[config.mk]
export PLATFORM = sky130hd
export DESIGN_NAME = draw_scheduler
export DESIGN_NICKNAME = d
export VERILOG_FILES = /design/src/rtl/draw_pkg.sv /design/src/rtl/draw_scheduler_rr_pick.sv /design/src/rtl/draw_scheduler.sv
export SDC_FILE = /design/constraint.sdc
export NUM_CORES = 1
export LEC_CHECK = 0
export BUFFER_PORTS_ARGS = -buffer_cell sky130_fd_sc_hd__buf_2
export CORE_MARGIN = 4
export CORE_UTILIZATION = 42
export CTS_CLUSTER_SIZE = 16
export DETAILED_ROUTE_END_ITERATION = 12
export GPL_ROUTABILITY_DRIVEN = 1
export PLACE_DENSITY = 0.91
export RECOVER_POWER = 50
export SYNTH_ARGS = -nofsm -noshare
export SYNTH_HDL_FRONTEND = slang
export SYNTH_SLANG_ARGS = --single-unit
[constraint.sdc]
create_clock -name clk -period 3 [get_ports clk]
set_input_delay 0.6 -clock clk [delete_from_list [all_inputs] [get_ports clk]]
set_output_delay 0.6 -clock clk [all_outputs]
set_load 0.01 [all_outputs]
[src/rtl/draw_pkg.sv]
// -----------------------------------------------------------------------------
// draw_pkg
// Shared definitions for the draw scheduler slice: scheduler state encoding,
// VGA screen geometry and pixel field widths, plus a small index helper used
// by the round-robin picker.
// -----------------------------------------------------------------------------
package draw_pkg;

  // Scheduler states; encodings are fixed so debug probes decode consistently.
  typedef enum logic [1:0] {
    ST_IDLE  = 2'd0,
    ST_WARM  = 2'd1,
    ST_DRAW  = 2'd2,
    ST_CLEAR = 2'd3
  } state_t;

  // VGA adapter geometry and pixel field widths.
  localparam int SCREEN_W = 160;
  localparam int SCREEN_H = 120;
  localparam int X_W      = 8;
  localparam int Y_W      = 7;
  localparam int COLOUR_W = 9;

  // Engine index reached by stepping 'off' places past 'base' around a ring of
  // 'n' engines. Used to walk requests starting just after the last winner.
  function automatic int unsigned ring_index(input int unsigned base,
                                             input int unsigned off,
                                             input int unsigned n);
    return (base + off) % n;
  endfunction

endpackage

[src/rtl/draw_scheduler_rr_pick.sv]
// -----------------------------------------------------------------------------
// rr_pick
// Combinational round-robin priority encoder. Scans req starting at
// last_id+1 and wrapping modulo NUM_REQ; the first set bit wins, so the
// previous winner has the lowest priority on the next pick.
//
// Ports:
//   req      in  NUM_REQ  request vector
//   last_id  in  ID_W     index of the most recently serviced engine
//   winner   out ID_W     index of the chosen engine (0 when nothing requests)
//   any      out 1        at least one request bit is set
// -----------------------------------------------------------------------------
module rr_pick
  import draw_pkg::*;
#(
  parameter int NUM_REQ = 4,
  parameter int ID_W    = 2
) (
  input  logic [NUM_REQ-1:0] req,
  input  logic [ID_W-1:0]    last_id,
  output logic [ID_W-1:0]    winner,
  output logic               any
);

  logic [ID_W-1:0] idx_s;
  logic [ID_W-1:0] winner_s;
  logic            any_s;

  // Walk the ring once; the offset NUM_REQ lands back on last_id, so the
  // previous winner is only chosen when it is the sole requester.
  always_comb begin
    idx_s    = {ID_W{1'b0}};
    winner_s = {ID_W{1'b0}};
    any_s    = 1'b0;
    for (int off = 1; off <= NUM_REQ; off++) begin
      idx_s = ID_W'(ring_index(int'(last_id), off, NUM_REQ));
      if (!any_s && req[idx_s]) begin
        winner_s = idx_s;
        any_s    = 1'b1;
      end else begin
        any_s    = any_s;
      end
    end
  end

  assign winner = winner_s;
  assign any    = any_s;

endmodule

[src/rtl/draw_scheduler.sv]
// -----------------------------------------------------------------------------
// draw_scheduler
// Shares the single VGA adapter write port among NUM_REQ draw engines.
// One engine is granted at a time: its enable is raised, the first
// SKIP_CYCLES cycles (engine start plus ROM read latency) are absorbed with
// plot held low, then the engine's x/y/colour are muxed onto the VGA port
// with plot high every cycle until the engine reports done. Because engine
// done flags are sticky, the scheduler then pulses that engine's local
// active-low clear for one cycle before returning to IDLE. A draw that never
// finishes is aborted after TIMEOUT_CYCLES and flagged in timeout_err.
//
// Ports:
//   clk             in  1            system clock
//   resetn          in  1            synchronous active-low reset
//   req             in  NUM_REQ      level request per engine
//   done            in  NUM_REQ      sticky engine done flags
//   pix_x_bus       in  8*NUM_REQ    engine x, engine i at [8i+7:8i]
//   pix_y_bus       in  7*NUM_REQ    engine y, engine i at [7i+6:7i]
//   pix_colour_bus  in  9*NUM_REQ    engine colour, engine i at [9i+8:9i]
//   en              out NUM_REQ      one-hot engine enable
//   clr_n           out NUM_REQ      one-cycle active-low engine clear
//   vga_x           out 8            VGA x
//   vga_y           out 7            VGA y
//   vga_colour      out 9            VGA colour
//   vga_plot        out 1            VGA write strobe
//   busy            out 1            scheduler not idle
//   active_id       out ID_W         index of the granted engine
//   timeout_err     out 1            sticky abort flag
// -----------------------------------------------------------------------------
module draw_scheduler
  import draw_pkg::*;
#(
  parameter int NUM_REQ        = 4,
  parameter int ID_W           = 2,
  parameter int SKIP_CYCLES    = 2,
  parameter int TIMEOUT_CYCLES = 20000
) (
  input  logic                        clk,
  input  logic                        resetn,
  input  logic [NUM_REQ-1:0]          req,
  input  logic [NUM_REQ-1:0]          done,
  input  logic [X_W*NUM_REQ-1:0]      pix_x_bus,
  input  logic [Y_W*NUM_REQ-1:0]      pix_y_bus,
  input  logic [COLOUR_W*NUM_REQ-1:0] pix_colour_bus,
  output logic [NUM_REQ-1:0]          en,
  output logic [NUM_REQ-1:0]          clr_n,
  output logic [X_W-1:0]              vga_x,
  output logic [Y_W-1:0]              vga_y,
  output logic [COLOUR_W-1:0]         vga_colour,
  output logic                        vga_plot,
  output logic                        busy,
  output logic [ID_W-1:0]             active_id,
  output logic                        timeout_err
);

  // Counter must reach both SKIP_CYCLES-1 and TIMEOUT_CYCLES-1.
  localparam int CNT_MAX = (TIMEOUT_CYCLES > SKIP_CYCLES) ? TIMEOUT_CYCLES : SKIP_CYCLES;
  localparam int CNT_W   = $clog2(CNT_MAX + 1);

  localparam logic [CNT_W-1:0] SKIP_LAST    = CNT_W'(SKIP_CYCLES - 1);
  localparam logic [CNT_W-1:0] TIMEOUT_LAST = CNT_W'(TIMEOUT_CYCLES - 1);
  localparam logic [ID_W-1:0]  LAST_ID_RST  = ID_W'(NUM_REQ - 1);

  state_t              state_r;
  logic [ID_W-1:0]     active_id_r;
  logic [ID_W-1:0]     last_id_r;
  logic [CNT_W-1:0]    cnt_r;
  logic                timeout_err_r;

  logic [ID_W-1:0]     winner_s;
  logic                any_s;
  logic                done_act_s;

  logic [NUM_REQ-1:0]  en_s;
  logic [NUM_REQ-1:0]  clr_n_s;
  logic [X_W-1:0]      x_s;
  logic [Y_W-1:0]      y_s;
  logic [COLOUR_W-1:0] colour_s;
  logic                plot_s;

  rr_pick #(
    .NUM_REQ (NUM_REQ),
    .ID_W    (ID_W)
  ) u_rr_pick (
    .req     (req),
    .last_id (last_id_r),
    .winner  (winner_s),
    .any     (any_s)
  );

  // Only the granted engine's done flag matters; others are ignored.
  assign done_act_s = done[active_id_r];

  // Grant / warm-up / draw / clear sequencing with the draw-cycle watchdog.
  always_ff @(posedge clk) begin
    if (!resetn) begin
      state_r       <= ST_IDLE;
      active_id_r   <= {ID_W{1'b0}};
      last_id_r     <= LAST_ID_RST;
      cnt_r         <= {CNT_W{1'b0}};
      timeout_err_r <= 1'b0;
    end else begin
      case (state_r)
        ST_IDLE: begin
          if (any_s) begin
            active_id_r <= winner_s;
            cnt_r       <= {CNT_W{1'b0}};
            state_r     <= ST_WARM;
          end else begin
            state_r     <= ST_IDLE;
          end
        end
        ST_WARM: begin
          // A done already high here is left over from an earlier draw.
          if (done_act_s) begin
            state_r <= ST_CLEAR;
          end else if (cnt_r == SKIP_LAST) begin
            cnt_r   <= {CNT_W{1'b0}};
            state_r <= ST_DRAW;
          end else begin
            cnt_r   <= cnt_r + {{(CNT_W-1){1'b0}}, 1'b1};
          end
        end
        ST_DRAW: begin
          if (done_act_s) begin
            state_r <= ST_CLEAR;
          end else if (cnt_r == TIMEOUT_LAST) begin
            timeout_err_r <= 1'b1;
            state_r       <= ST_CLEAR;
          end else begin
            cnt_r <= cnt_r + {{(CNT_W-1){1'b0}}, 1'b1};
          end
        end
        ST_CLEAR: begin
          last_id_r <= active_id_r;
          state_r   <= ST_IDLE;
        end
        default: begin
          state_r <= ST_IDLE;
        end
      endcase
    end
  end

  // Output decode from the registered state and grant index.
  always_comb begin
    en_s     = {NUM_REQ{1'b0}};
    clr_n_s  = {NUM_REQ{1'b1}};
    plot_s   = 1'b0;
    x_s      = {X_W{1'b0}};
    y_s      = {Y_W{1'b0}};
    colour_s = {COLOUR_W{1'b0}};

    // Pixel mux always follows active_id; plot alone qualifies it.
    for (int i = 0; i < NUM_REQ; i++) begin
      if (active_id_r == ID_W'(i)) begin
        x_s      = pix_x_bus[i*X_W +: X_W];
        y_s      = pix_y_bus[i*Y_W +: Y_W];
        colour_s = pix_colour_bus[i*COLOUR_W +: COLOUR_W];
      end else begin
        x_s      = x_s;
      end
    end

    case (state_r)
      ST_IDLE: begin
        en_s = {NUM_REQ{1'b0}};
      end
      ST_WARM: begin
        en_s[active_id_r] = 1'b1;
      end
      ST_DRAW: begin
        en_s[active_id_r] = 1'b1;
        plot_s            = 1'b1;
      end
      ST_CLEAR: begin
        clr_n_s[active_id_r] = 1'b0;
      end
      default: begin
        en_s = {NUM_REQ{1'b0}};
      end
    endcase
  end

  assign en          = en_s;
  assign clr_n       = clr_n_s;
  assign vga_x       = x_s;
  assign vga_y       = y_s;
  assign vga_colour  = colour_s;
  assign vga_plot    = plot_s;
  assign busy        = (state_r != ST_IDLE);
  assign active_id   = active_id_r;
  assign timeout_err = timeout_err_r;

endmodule

==> qor.csv, run 1 <==
stage,metric,value,unit
outcome,outcome,completed,
cts,CTS tree,yes,
worst_setup_path,Reg2Reg Depth,5,
timing,Final setup viols,0,
pwr,Max IR drop VDD,0.3073,mV
yosys,Synth Area in Adders,3.704,%
floorplanning,row count,25,
global_routing,first-pass GRT wire length,12.29,mm
yosys,"Distinct cells, synth",50,
pwr,Pleak,0.001194,uW
pwr,Seq pwr share,20.1,%
timing,max-slew violation count,0,
worst_setup_path,crit path kind,flop to flop,
yosys,fraction of the yosys area taken by sequential cells,21.73,%
worst_setup_path,largest fanout on the critical path,13,
timing,Hold Fails Final Rpt,0,
timing,RSZ-0062 raised after global routing,false,
cts,postcts setup bufs,0,
run,Max-Cap Viols,0,
route,Via density,6.232,
yosys,Post-Synth XOR/XNOR Area,0,%
timing,setup TNS,0,ns
floorplanning,full die area,6002,um^2
floorplanning,die width,77.47,um
worst_setup_path,Crit. End Element,flop,
route,total routed wirelength,8.229,mm
yosys,post-synthesis average cell area,9.840,um^2
yosys,post-synthesis net count,318,
route,Final ANT Viol Nets,0,
route,DRT Pass-1 Iters,4,
worst_setup_path,"Max stage delay cell, worst path",or4_1,
yosys,cells after synthesis,206,
worst_setup_path,Top delay family on crit path,simple AND/OR/NAND/NOR gates,
layout,fin nets,452,
cts,clk_lat worst skew,0.26,ns
global_routing,Tot GR Track Use,26.13,%
timing,setup ws final,0.4037,ns
placed_design,DP Wirelength,6.709,mm
timing,clk_skew,0.001187,ns
yosys,synth warn,0,
timing,Tmin final,2.596,ns
worst_setup_path,reg2reg end,cnt_r[14]$_SDFFE_PN0P_,
worst_setup_path,Crit path required time,3.17,ns
layout,most frequent cells in the layout,"buf_2, mux4_2, dfxtp_1, clkbuf_1, nor2_1",
worst_setup_path,worst flop-to-flop path startpoint,cnt_r[7]$_SDFFE_PN0P_,
global_routing,largest net degree at the start of global routing,35,
layout,Layout area overhead,37.10,%
pwr,pwr dens,624.5,nW/um^2
timing,Tcrit/Tclk final,86.55,%
worst_setup_path,worst path bufs/invs,0,
yosys,"EDFF count, synth",0,
floorplanning,Die Y-Extent,77.47,um
global_routing,initial antenna violation count,0,
floorplanning,initial core utilization,43.20,%
global_routing,vias in the first global route,2362,
route,detailed-route DRC error count,0,
yosys,largest family of logic cells by synthesized area,multiplexers,
global_routing,GRT overflow,0,
route,wire length per cell,20.94,um
timing,Worst Tran Pin Value,0.7579,ns
placed_design,dpl ws,0.2992,ns
cts,cts hold-fix bufs,0,
pwr,switching pwr,783.3,uW
route,1st-iter DRT viols,320,
worst_setup_path,"slowest stage delay, CP",0.65,ns
yosys,#FFs+latches synth,22,
placed_design,Routability Congestion,1.018,
layout,share of post-route cells with drive strength above 1,48.67,%
hold_path,worst hold path type,flop to flop,
worst_setup_path,CP startpoint kind,flop,
cts,root buffer cell,clkbuf_8,
layout,Final Util,59.23,%
floorplanning,IO Pins,143,
yosys,Post-synth top flop,dfxtp_1,
yosys,Synth async-reset ratio,0,%
hold_path,end of the worst hold path,timeout_err$_SDFFE_PN0P_,
worst_setup_path,FF-to-FF setup slack,0.40,ns
cts,post-CTS sizing,0,
pwr,Clock power frac,12.5,%
cts,Max clock buf depth,2,
layout,"commonest non-fill, non-tap cell in the layout",buf_2,
cts,TritonCTS Buffers,3,
cts,"CTS clk-pin slew, worst paths",0.08,ns
worst_setup_path,CP arrival,2.77,ns
timing,Slew Limit Headroom,49.47,%
yosys,simple-gate area share of the yosys netlist,18.52,%
timing,Fmax,385.2,MHz
yosys,Synth Area in Compound Gates,19.81,%
hold_path,hold path cells,2,
pwr,Pint,952.3,uW
route,via count,2449,
pwr,sw frac,45.13,%
yosys,mux contribution to synthesized area,29.75,%
floorplanning,core area,4692,um^2
layout,Antenna diodes,0,
placed_design,IO Port Bufs,142,
hold_path,HP Start,timeout_err$_SDFFE_PN0P_,
pwr,combinational share of power,67.4,%
cts,CTS Sinks,22,
cts,H-tree depth,1,
yosys,post-synthesis cell area,2027,um^2
worst_setup_path,CP cell instances,or4_1 > nor4_1 > o21a_1 > nor2_1 > a311oi_1,
## registers in the layout (all words and copies together), names as in the netlist
name,cells
cnt_r,15
state_r,2
active_id,2
timeout_err,1
last_id_r,2
## synth_stat cells, types with 3 or more instances
library cell	count	area [um^2]
nor3_1	7	35.03
ha_1	6	75.07
mux2i_1	4	40.04
and3_1	3	18.77
o41ai_1	4	35.03
dfxtp_1	22	440.4
buf_2	3	15.01
nand2_1	10	37.54
nand3_1	4	20.02
nor2_1	16	60.06
clkbuf_1	10	37.54
a311oi_1	4	35.03
o311ai_1	4	35.03
nand4_1	5	31.28
o21ai_1	3	15.01
mux4_2	25	563.0
nand3b_1	3	22.52
o21ai_0	4	20.02
a21oi_1	9	45.04
inv_1	11	41.29
or4_1	3	22.52
o31ai_1	3	22.52
nor4_1	3	18.77
a31oi_1	6	37.54
or2_2	3	18.77
## area by class of cell
| class | count | area, um^2 |
|---|---|---|
| flip-flops and latches | 22 | 440.4 |
| well taps | 54 | 67.56 |
| inverters | 11 | 41.29 |
| repair buffers | 147 | 719.4 |
| multi-input cells | 155 | 1455 |
| clock buffers | 4 | 55.05 |
| fillers | 440 | 1913 |
## power by group through the flow
| stage | combinational [uW] | sequential, uW | clock [uW] |
|---|---|---|---|
| 2_1_floorplan | 811 | 353 | 0 |
| 3_3_place_gp | 1140 | 354 | 0 |
| 3_5_place_dp | 1170 | 357 | 0 |
| 4_1_cts | 1180 | 350 | 215 |
| 5_1_grt | 1250 | 353 | 229 |
| 6_report | 1170 | 349 | 217 |
## metal layers
metal / part of all wire, % / track usage [%] / routed length (um)
met1: 36 / 30.92 / 2976
met2: 49 / 46.03 / 4059
met3: 12 / 7.425 / 991
met4: 2.4 / 7.295 / 201
met5: 0 / 0 / 0
## worst max-delay path by stage
| stage | start | endpoint | depth (start not counted) |
|---|---|---|---|
| after floorplan | done[3] | cnt_r[13]$_SDFFE_PN0P_ | 5 |
| after global placement | done[0] | cnt_r[9]$_SDFFE_PN0P_ | 6 |
| after detailed placement | done[0] | cnt_r[9]$_SDFFE_PN0P_ | 6 |
| after CTS | cnt_r[0]$_SDFFE_PN0P_ | cnt_r[13]$_SDFFE_PN0P_ | 7 |
| after global routing | cnt_r[7]$_SDFFE_PN0P_ | cnt_r[10]$_SDFFE_PN0P_ | 5 |
| final | cnt_r[7]$_SDFFE_PN0P_ | cnt_r[14]$_SDFFE_PN0P_ | 5 |
## tightest hold or removal path: stages, from the launching register on
cell and delay [ns]:
dfxtp_1 0.34, a31oi_1 0.04, nor2_1 0.08
## metrics by stage
step | total power, uW | hold slack [ns] | instance area (um^2) | instances
2_1_floorplan | 1164 | 0.4630 | 2027 | 206
3_3_place_gp | 1496 | 0.4780 | 2754 | 389
3_5_place_dp | 1524 | 0.4838 | 2754 | 389
4_1_cts | 1745 | 0.5072 | 2809 | 393
5_1_grt | 1833 | 0.5235 | 2779 | 393
6_report | 1736 | 0.5004 | 2779 | 393
## kinds of logic (layout without fill, tap and decap cells)
group	Yosys count	after routing
AND/OR/NAND/NOR	69	69
AO/OA/AOI/OAI	51	51
multiplexers	29	29
buffers and inverters	29	162
flip-flops	22	22
adder cells (fa/ha/maj)	6	6
Power figures use the tool's default switching activity.
==> run 2, diff against run 1 <==
--- a/config.mk
+++ b/config.mk
@@ -8,11 +8,11 @@
 export BUFFER_PORTS_ARGS = -buffer_cell sky130_fd_sc_hd__buf_2
 export CORE_MARGIN = 4
 export CORE_UTILIZATION = 42
+export CTS_BUF_LIST = sky130_fd_sc_hd__clkbuf_16
 export CTS_CLUSTER_SIZE = 16
 export DETAILED_ROUTE_END_ITERATION = 12
 export GPL_ROUTABILITY_DRIVEN = 1
 export PLACE_DENSITY = 0.91
-export RECOVER_POWER = 50
 export SYNTH_ARGS = -nofsm -noshare
 export SYNTH_HDL_FRONTEND = slang
 export SYNTH_SLANG_ARGS = --single-unit
==> qor.csv, run 2 (synthesized netlist as in run 1, its figures left out) <==
stage,metric,value,unit,change
global_routing,Tot GR Track Use,25.83,%,-0.30 points
layout,fin nets,452,,unchanged
placed_design,DP Wirelength,6.709,mm,unchanged
cts,TritonCTS Buffers,3,,unchanged
layout,Top reg by flops,cnt_r,,
hold_path,worst hold path type,flop to flop,,
worst_setup_path,crit path kind,flop to flop,,
timing,Hold Fails Final Rpt,0,,unchanged
timing,Final setup viols,0,,unchanged
global_routing,first-pass GRT wire length,12.10,mm,-1.5%
pwr,Pleak,0.001266,uW,+6.0%
timing,Fmax,389.3,MHz,+1.1%
route,detailed-route DRC error count,0,,unchanged
worst_setup_path,CP arrival,2.73,ns,-0.04 ns
cts,CTS tree,yes,,
route,via count,2434,,-0.61%
layout,share of post-route cells with drive strength above 1,54.87,%,+6.2 points
layout,Antenna diodes,0,,unchanged
cts,H-tree depth,1,,unchanged
timing,setup TNS,0,ns,unchanged
global_routing,vias in the first global route,2335,,-1.1%
layout,"commonest non-fill, non-tap cell in the layout",buf_2,,
worst_setup_path,largest fanout on the critical path,13,,unchanged
layout,Layout area overhead,39.75,%,
floorplanning,Die Y-Extent,77.47,um,unchanged
worst_setup_path,FF-to-FF setup slack,0.43,ns,+0.03 ns
cts,Max clock buf depth,2,,unchanged
hold_path,end of the worst hold path,timeout_err$_SDFFE_PN0P_,,
worst_setup_path,CP startpoint kind,flop,,
floorplanning,core area,4692,um^2,unchanged
cts,postcts setup bufs,0,,unchanged
route,Via density,6.193,,-0.61%
outcome,outcome,completed,,
timing,Slew Limit Headroom,54.16,%,+4.7 points
placed_design,IO Port Bufs,142,,unchanged
pwr,Max IR drop VDD,0.3418,mV,+11%
route,1st-iter DRT viols,289,,-9.7%
layout,Largest register FFs,15,,unchanged
worst_setup_path,"Max stage delay cell, worst path",or4_1,,
route,total routed wirelength,8.115,mm,-1.4%
hold_path,HP Start,timeout_err$_SDFFE_PN0P_,,
floorplanning,full die area,6002,um^2,unchanged
floorplanning,IO Pins,143,,unchanged
timing,clk_skew,0.002339,ns,+0.001152 ns
placed_design,Routability Congestion,1.018,,unchanged
layout,Multi-input gate area,1455,um^2,unchanged
layout,most frequent cells in the layout,"buf_2, mux4_2, dfxtp_1, nor2_1, inv_1",,
worst_setup_path,worst flop-to-flop path startpoint,cnt_r[7]$_SDFFE_PN0P_,,
route,Final ANT Viol Nets,0,,unchanged
floorplanning,initial core utilization,43.20,%,unchanged
global_routing,GRT overflow,0,,unchanged
pwr,pwr dens,640.4,nW/um^2,+2.5%
global_routing,initial antenna violation count,0,,unchanged
worst_setup_path,CP cell instances,or4_1 > nor4_1 > o21a_1 > nor2_1 > a311oi_1,,
layout,number of fill cells in the layout,417,,-5.2%
route,DRT Pass-1 Iters,4,,unchanged
pwr,total power draw,1814,uW,+4.5%
worst_setup_path,reg2reg end,cnt_r[14]$_SDFFE_PN0P_,,
cts,clk_lat worst skew,0.25,ns,about the same
worst_setup_path,Crit path required time,3.16,ns,about the same
timing,Tmin final,2.568,ns,-0.02792 ns
hold_path,hold path cells,2,,unchanged
run,Max-Cap Viols,0,,unchanged
cts,CTS Sinks,22,,unchanged
global_routing,largest net degree at the start of global routing,35,,unchanged
cts,root buffer cell,clkbuf_16,,
worst_setup_path,"slowest stage delay, CP",0.65,ns,about the same
timing,Tcrit/Tclk final,85.61,%,-0.93 points
timing,max-slew violation count,0,,unchanged
cts,post-CTS sizing,0,,unchanged
route,wire length per cell,20.65,um,-1.4%
timing,RSZ-0062 raised after global routing,false,,
cts,cts hold-fix bufs,0,,unchanged
floorplanning,die width,77.47,um,unchanged
floorplanning,row count,25,,unchanged
worst_setup_path,Reg2Reg Depth,5,,unchanged
cts,"CTS clk-pin slew, worst paths",0.06,ns,-0.02 ns
timing,Worst Tran Pin Value,0.6868,ns,-0.07107 ns
worst_setup_path,Crit. End Element,flop,,
layout,Reg area,441.7,um^2,+0.28%
run 2: layout make-up:
type | count | share of cell area [%]
Inverter | 11 | 1.458
Tap cell | 54 | 2.385
Clock inverter | 1 | 0.1325
Sequential cell | 22 | 15.59
Timing Repair Buffer | 147 | 26.41
Multi-Input combinational cell | 155 | 51.37
Clock buffer | 3 | 2.650
run 2: metrics by stage:
| step | utilization, % | setup slack (ns) | hold WS (ns) | instance area [um^2] | instances |
|---|---|---|---|---|---|
| final | 60.37 | 0.4316 | 0.4970 | 2833 | 393 |
| after global routing | 60.37 | 0.1705 | 0.5153 | 2833 | 393 |
| after detailed placement | 58.69 | 0.2992 | 0.4838 | 2754 | 389 |
| after CTS | 60.37 | 0.4528 | 0.5018 | 2833 | 393 |
| after floorplan | - | 0.7039 | 0.4630 | 2027 | 206 |
| after global placement | 58.69 | 0.3837 | 0.4780 | 2754 | 389 |
run 2: routing by layer:
| metal | track usage (%) | vias to the layer above | part of all wire, % |
|---|---|---|---|
| met3 | 7.425 | 22 | 12 |
| met4 | 8.363 | 0 | 2.5 |
| li1 | - | 1095 | - |
| met5 | 0 | - | 0 |
| met1 | 30.11 | 1164 | 36 |
| met2 | 45.42 | 153 | 49 |
run 2: worst max-delay path: cells and delay by family (launching register included):
family           cells  cell delay, ns
AO/OA/AOI/OAI        2            0.77
flip-flops           1            0.34
AND/OR/NAND/NOR      3            1.36
run 2: worst max-delay path by stage:
stage / startpoint / endpoint / slack, ns / cells after the start
floorplan: done[3] / cnt_r[13]$_SDFFE_PN0P_ / 0.70 / 5
global placement: done[0] / cnt_r[9]$_SDFFE_PN0P_ / 0.38 / 6
detailed placement: done[0] / cnt_r[9]$_SDFFE_PN0P_ / 0.30 / 6
CTS: cnt_r[7]$_SDFFE_PN0P_ / cnt_r[14]$_SDFFE_PN0P_ / 0.45 / 5
global route: cnt_r[7]$_SDFFE_PN0P_ / cnt_r[10]$_SDFFE_PN0P_ / 0.17 / 5
finish: cnt_r[7]$_SDFFE_PN0P_ / cnt_r[14]$_SDFFE_PN0P_ / 0.43 / 5
run 2: power by group:
part	internal (uW)	switching (uW)
Combinational	534	646
Sequential	323	27.5
Clock	178	105
Total	1030	779
